File: config.mk
export PLATFORM = sky130hd
export DESIGN_NAME = reg_file_wb
export DESIGN_NICKNAME = d
export VERILOG_FILES = /design/src/rtl/isa_pkg.sv /design/src/rtl/reg_array.sv /design/src/rtl/reg_file_wb.sv
export SDC_FILE = /design/constraint.sdc
export NUM_CORES = 1
export LEC_CHECK = 0
export BUFFER_PORTS_ARGS = -buffer_cell sky130_fd_sc_hd__buf_2
export CORE_MARGIN = 1.5
export CORE_UTILIZATION = 55
export DETAILED_ROUTE_END_ITERATION = 10
export PLACE_DENSITY = 0.84
export SYNTH_ARGS = -nofsm -noshare
export SYNTH_HDL_FRONTEND = slang
export SYNTH_SLANG_ARGS = --single-unit
export TNS_END_PERCENT = 20
File: constraint.sdc
create_clock -name clk -period 2.8 [get_ports clk]
set_input_delay 0.14 -clock clk [delete_from_list [all_inputs] [get_ports clk]]
set_output_delay 0.14 -clock clk [all_outputs]
set_load 0.005 [all_outputs]
File: src/rtl/isa_pkg.sv
// Shared ISA definitions for the 16-bit Harvard core: opcodes, data width and
// the register-write classification used by decode, write-back mux and commit.
package isa_pkg;

    localparam int DW = 16;

    typedef logic [5:0] op_t;

    localparam op_t OP_MOV0  = 6'b000000;
    localparam op_t OP_MOV1  = 6'b000001;
    localparam op_t OP_LOAD  = 6'b000010;
    localparam op_t OP_STORE = 6'b000011;
    localparam op_t OP_ADD   = 6'b000100;
    localparam op_t OP_SUB   = 6'b000101;
    localparam op_t OP_NEG   = 6'b000110;
    localparam op_t OP_MUL   = 6'b000111;
    localparam op_t OP_DIV   = 6'b001000;
    localparam op_t OP_OR    = 6'b001001;
    localparam op_t OP_XOR   = 6'b001010;
    localparam op_t OP_NAND  = 6'b001011;
    localparam op_t OP_NOR   = 6'b001100;
    localparam op_t OP_XNOR  = 6'b001101;
    localparam op_t OP_NOT   = 6'b001110;
    localparam op_t OP_LLSH  = 6'b001111;
    localparam op_t OP_LRSH  = 6'b010000;

    // Single-result ops that write Rdst1; MUL is handled separately because
    // it commits in two halves.
    function automatic logic is_reg_write(op_t op);
        return (op <= OP_LRSH) && (op != OP_STORE) && (op != OP_MUL);
    endfunction

endpackage

File: src/rtl/reg_array.sv
// NREGS x DW architectural register storage: one synchronous write port,
// two asynchronous read ports, asynchronous active-low clear.
module reg_array #(
    parameter int NREGS = 16,
    parameter int DW    = 16,
    parameter int AW    = 4
) (
    input  logic          clk,
    input  logic          rst_n,
    input  logic          we,
    input  logic [AW-1:0] waddr,
    input  logic [DW-1:0] wdata,
    input  logic [AW-1:0] raddr_a,
    input  logic [AW-1:0] raddr_b,
    output logic [DW-1:0] rdata_a,
    output logic [DW-1:0] rdata_b
);

    logic [DW-1:0] mem [NREGS];

    always_ff @(posedge clk or negedge rst_n) begin
        if (!rst_n) begin
            for (int i = 0; i < NREGS; i++) mem[i] <= '0;
        end else if (we) begin
            mem[waddr] <= wdata;
        end
    end

    assign rdata_a = mem[raddr_a];
    assign rdata_b = mem[raddr_b];

endmodule

File: src/rtl/reg_file_wb.sv
// Register-file commit stage: commits write-back results (two-cycle MUL) into
// the register array and serves two forwarded combinational read ports.
//
// state | meaning
// IDLE  | ready for a result; low-half / single writes happen on accept
// WR_HI | MUL high half pending; committed at the next edge, input stalled
module reg_file_wb #(
    parameter int NREGS = 16,
    parameter int DW    = isa_pkg::DW,
    parameter int AW    = 4
) (
    input  logic          clk,
    input  logic          rst_n,
    input  logic          wb_valid,
    output logic          wb_ready,
    input  logic [5:0]    wb_op,
    input  logic [AW-1:0] wb_rdst1,
    input  logic [AW-1:0] wb_rdst2,
    input  logic [31:0]   wb_data,
    input  logic [AW-1:0] rd_addr_a,
    input  logic [AW-1:0] rd_addr_b,
    output logic [DW-1:0] rd_data_a,
    output logic [DW-1:0] rd_data_b,
    output logic          wb_done,
    output logic          busy
);

    import isa_pkg::*;

    typedef enum logic {
        IDLE  = 1'b0,
        WR_HI = 1'b1
    } state_t;

    state_t        state, state_nxt;
    logic          accept;
    logic          is_mul;
    logic          lo_we;
    logic          hi_we;
    logic [DW-1:0] hi_data;
    logic [AW-1:0] hi_addr;
    logic          done_q;
    logic          we;
    logic [AW-1:0] waddr;
    logic [DW-1:0] wdata;
    logic [DW-1:0] arr_a, arr_b;

    assign is_mul = (wb_op == OP_MUL);
    assign accept = wb_valid && wb_ready;
    assign lo_we  = accept && (is_reg_write(wb_op) || is_mul);

    always_ff @(posedge clk or negedge rst_n) begin
        if (!rst_n) state <= IDLE;
        else        state <= state_nxt;
    end

    always_comb begin
        state_nxt = state;
        wb_ready  = 1'b0;
        busy      = 1'b0;
        hi_we     = 1'b0;
        case (state)
            IDLE: begin
                wb_ready = 1'b1;
                if (wb_valid && is_mul) state_nxt = WR_HI;
            end
            WR_HI: begin
                busy      = 1'b1;
                hi_we     = 1'b1;
                state_nxt = IDLE;
            end
            default: state_nxt = IDLE;
        endcase
    end

    always_ff @(posedge clk or negedge rst_n) begin
        if (!rst_n) begin
            hi_data <= '0;
            hi_addr <= '0;
            done_q  <= 1'b0;
        end else begin
            if (accept && is_mul) begin
                hi_data <= wb_data[31:16];
                hi_addr <= wb_rdst2;
            end
            done_q <= (accept && !is_mul) || hi_we;
        end
    end

    assign wb_done = done_q;

    // Low and high writes never coincide: input is stalled while in WR_HI.
    assign we    = lo_we || hi_we;
    assign waddr = hi_we ? hi_addr : wb_rdst1;
    assign wdata = hi_we ? hi_data : wb_data[DW-1:0];

    reg_array #(
        .NREGS (NREGS),
        .DW    (DW),
        .AW    (AW)
    ) u_reg_array (
        .clk     (clk),
        .rst_n   (rst_n),
        .we      (we),
        .waddr   (waddr),
        .wdata   (wdata),
        .raddr_a (rd_addr_a),
        .raddr_b (rd_addr_b),
        .rdata_a (arr_a),
        .rdata_b (arr_b)
    );

    always_comb begin
        rd_data_a = arr_a;
        if (hi_we && (hi_addr == rd_addr_a))        rd_data_a = hi_data;
        else if (lo_we && (wb_rdst1 == rd_addr_a))  rd_data_a = wb_data[DW-1:0];
    end

    always_comb begin
        rd_data_b = arr_b;
        if (hi_we && (hi_addr == rd_addr_b))        rd_data_b = hi_data;
        else if (lo_we && (wb_rdst1 == rd_addr_b))  rd_data_b = wb_data[DW-1:0];
    end

endmodule
==> run_results.csv <==
group,metric,value,unit
place,place_hpwl,28240,µm
yosys,synth_flop_cell,"dfrtp_1",
worst_setup_path,crit_path_end_kind,"output port",
cts,clk-insertion-delay-late,0.56,ns
yosys,yosysTopAreaCellShare,0.4219,
cells_and_area,final_area,18470,µm²
die,die_h,176.2,µm
sta,finClkSkew,0.01164,ns
cts,clockBufferDepth,3,
worst_setup_path,setup.worst_path.class,"reg2out",
yosys,yosys-top-cells-area,"dfrtp_1 42%, mux4_2 17%, mux2_4 14%, mux2_2 9.7%, a22o_1 3.4%",
die,die_w,176.2,µm
grt,grt_util_met3,0.06977,
place,place_inst,1512,
yosys,ys_top_cells_by_count,"278 x dfrtp_1, 150 x mux2_4, 142 x mux2_2",
yosys,ys_types,38,
yosys,avgSynthCellArea,15.17,µm²
place,placed_area,17300,µm²
cells_and_area,drive_gt1_frac,0.5226,
worst_setup_path,worstPathArrival,2.61,ns
yosys,ys_seq_elements,278,
cells_and_area,n_antenna_cell,0,
run,drv_cap,0,
die,start_util,0.5578,
cts,root_buffer,"clkbuf_16",
yosys,async_flop_share,1.000,
cts,cts_buffers,29,
sta,tightestPinTransition,1.021,ns
sta,max_freq,363.2,MHz
yosys,syn_area,16490,µm²
cells_and_area,area_growth,11.99,%
sta,fin_crit_sh,0.9833,
yosys,yosysMostFrequentCell,"dfrtp_1",
grt,grtUsageTotal,0.3001,
routing,wl_per_cell,29.11,µm
cts,post_cts_buffers,0,
routing,drtPass1Iterations,6,
die,ios,92,
worst_setup_path,crit_path_max_fanout,30,
sta,rsz0062_at_grt,"false",
die,die_area,31030,µm²
grt,grt_antenna_before_repair,1,
routing,routed-via-count,11343,
grt,grt_pass1_vias,11940,
yosys,syn-num-nets,1144,
die,fp.coreArea,29560,µm²
pwr,power_density,629.0,nW/µm²
yosys,synth_edf_count,0,
sta,whs,0.09156,ns
place,portBuffers,91,
yosys,yosys.area.top_type,"dfrtp_1",
worst_setup_path,crit_required,2.66,ns
die,rows,63,
cells_and_area,fill_cells,1994,
sta,final.min_clock_period,2.753,ns
grt,grtUsageMet2,0.4810,
pwr,vdd_drop_max,367.6,µV
grt,use_met1,0.3829,
outcome,status,"finished clean",
routing,wirelength,46170,µm
place,gp_congestion,0.9151,
routing,drtIter0Drc,1291,
routing,ant_nets,0,
cts,cts_tree,"done",
sta,fin_tns_setup,0,ns
yosys,yosysSeqAreaShare,0.4219,
pwr,p_leak,7.918,nW
min_path,hold_path_class,"in2reg",
sta,finalHoldViolCount,0,
cells_and_area,multi_input_area,8870,µm²
grt,grt_overflow,0,
sta,max-slew-margin-rel,0.3196,
worst_setup_path,worst_setup_path_start_kind,"flop",
cts,clk_pin_slew_worst_paths,0.06,ns
grt,gr-max-usage-layer,"met2",
grt,grt_pass1_wl,70610,µm
routing,drc,0,
yosys,synthCells,1087,
yosys,yosys_warnings,0,
cells_and_area,nets,1233,
cts,cts_htree_levels,1,
cts,clock_sinks,278,
cells_and_area,layout.cells.non_filler,1586,
grt,grt_max_degree,83,
cells_and_area,regArea,6957,µm²
sta,setup_viol_count_final,0,
sta,drv_slew,0,
routing,drt-vias-per-instance,7.152,
## layout make-up
type | count | share of cell area
inverters | 3 | 0.0007453
flip-flops and latches | 278 | 0.3767
clock buffers | 43 | 0.04485
clock inverters | 8 | 0.005353
repair buffers | 161 | 0.06559
well taps | 390 | 0.02642
multi-input cells | 703 | 0.4803
## path summary, 6_finish.rpt
path	depth (start not counted)	end	slack (ns)	startpoint
setup / recovery	7	rd_data_b[13]	0.05	state
hold / removal	3	state	0.09	wb_op[2]
setup reg to reg	6	hi_data[10]	0.47	state
hold reg to reg	1	u_reg_array.mem[224]	0.53	u_reg_array.mem[224]
max in group asynchronous	3	hi_data[13]	1.85	rst_n
min in group asynchronous	2	u_reg_array.mem[56]	0.13	rst_n
## cells in the final DEF (no fill, tap or decap), types with 5 or more instances in the layout
cell type	n
xnor2_1	16
mux2_4	150
buf_2	88
o22ai_1	47
mux4_2	128
nor3b_1	5
dlygate4sd3_1	23
buf_4	35
clkbuf_1	9
clkbuf_8	5
dfrtp_1	278
and3b_1	6
a21oi_4	15
a31oi_1	32
mux2_2	142
a22o_1	64
nand3_1	34
buf_12	12
clkbuf_16	29
nor3_1	34
## worst max-delay path: stages (launching register included)
cell,delay (ns)
dfrtp_1,0.41
nor3b_2,0.33
o311ai_4,0.15
buf_6,0.24
buf_4,0.29
o22ai_1,0.30
a31oi_1,0.12
buf_2,0.16
## per-layer routing
layer  wire (µm)  vias up
li1            -     4482
met1       17200     5850
met2       22240      791
met3        4565      218
met4        2145        2
met5          11        -
## repair_timing
item                       in CTS  in global routing
resized for setup               0                  3
hold buffers                   23                  0
setup endpoints to repair       0                  6
hold endpoints to repair       87                  0
## state kept, by name, indices dropped and copies added (netlist names)
name and flops:
hi_data 16, hi_addr 4, state 1, wb_done 1, u_reg_array.mem 256
## report_power, final
| part | internal [mW] | switching [mW] |
|---|---|---|
| Combinational | 1.55 | 1.00 |
| Clock | 2.22 | 1.62 |
| Sequential | 4.65 | 0.572 |
## logic make-up (layout without fill, tap and decap cells)
group           after synthesis  in the layout  synth area share
flops                       278            278            0.4219
buf+inv                     106            215           0.04060
simple gates                103            103           0.03665
xor+xnor                     16             16          0.008498
mux                         420            420            0.4084
compound gates              164            164           0.08400
## through the flow
| step | setup WS [ns] | util | total power [mW] |
|---|---|---|---|
| 2_1_floorplan | 0.7352 | - | 6.889 |
| 6_report | 0.04679 | 0.6247 | 11.61 |
| 5_1_grt | 0.01909 | 0.6247 | 12.00 |
| 4_1_cts | 0.07563 | 0.6243 | 11.57 |
| 3_3_place_gp | 0.5037 | 0.5851 | 7.540 |
| 3_5_place_dp | 0.4134 | 0.5851 | 7.699 |
No activity file was read; power rests on OpenSTA's default activity.
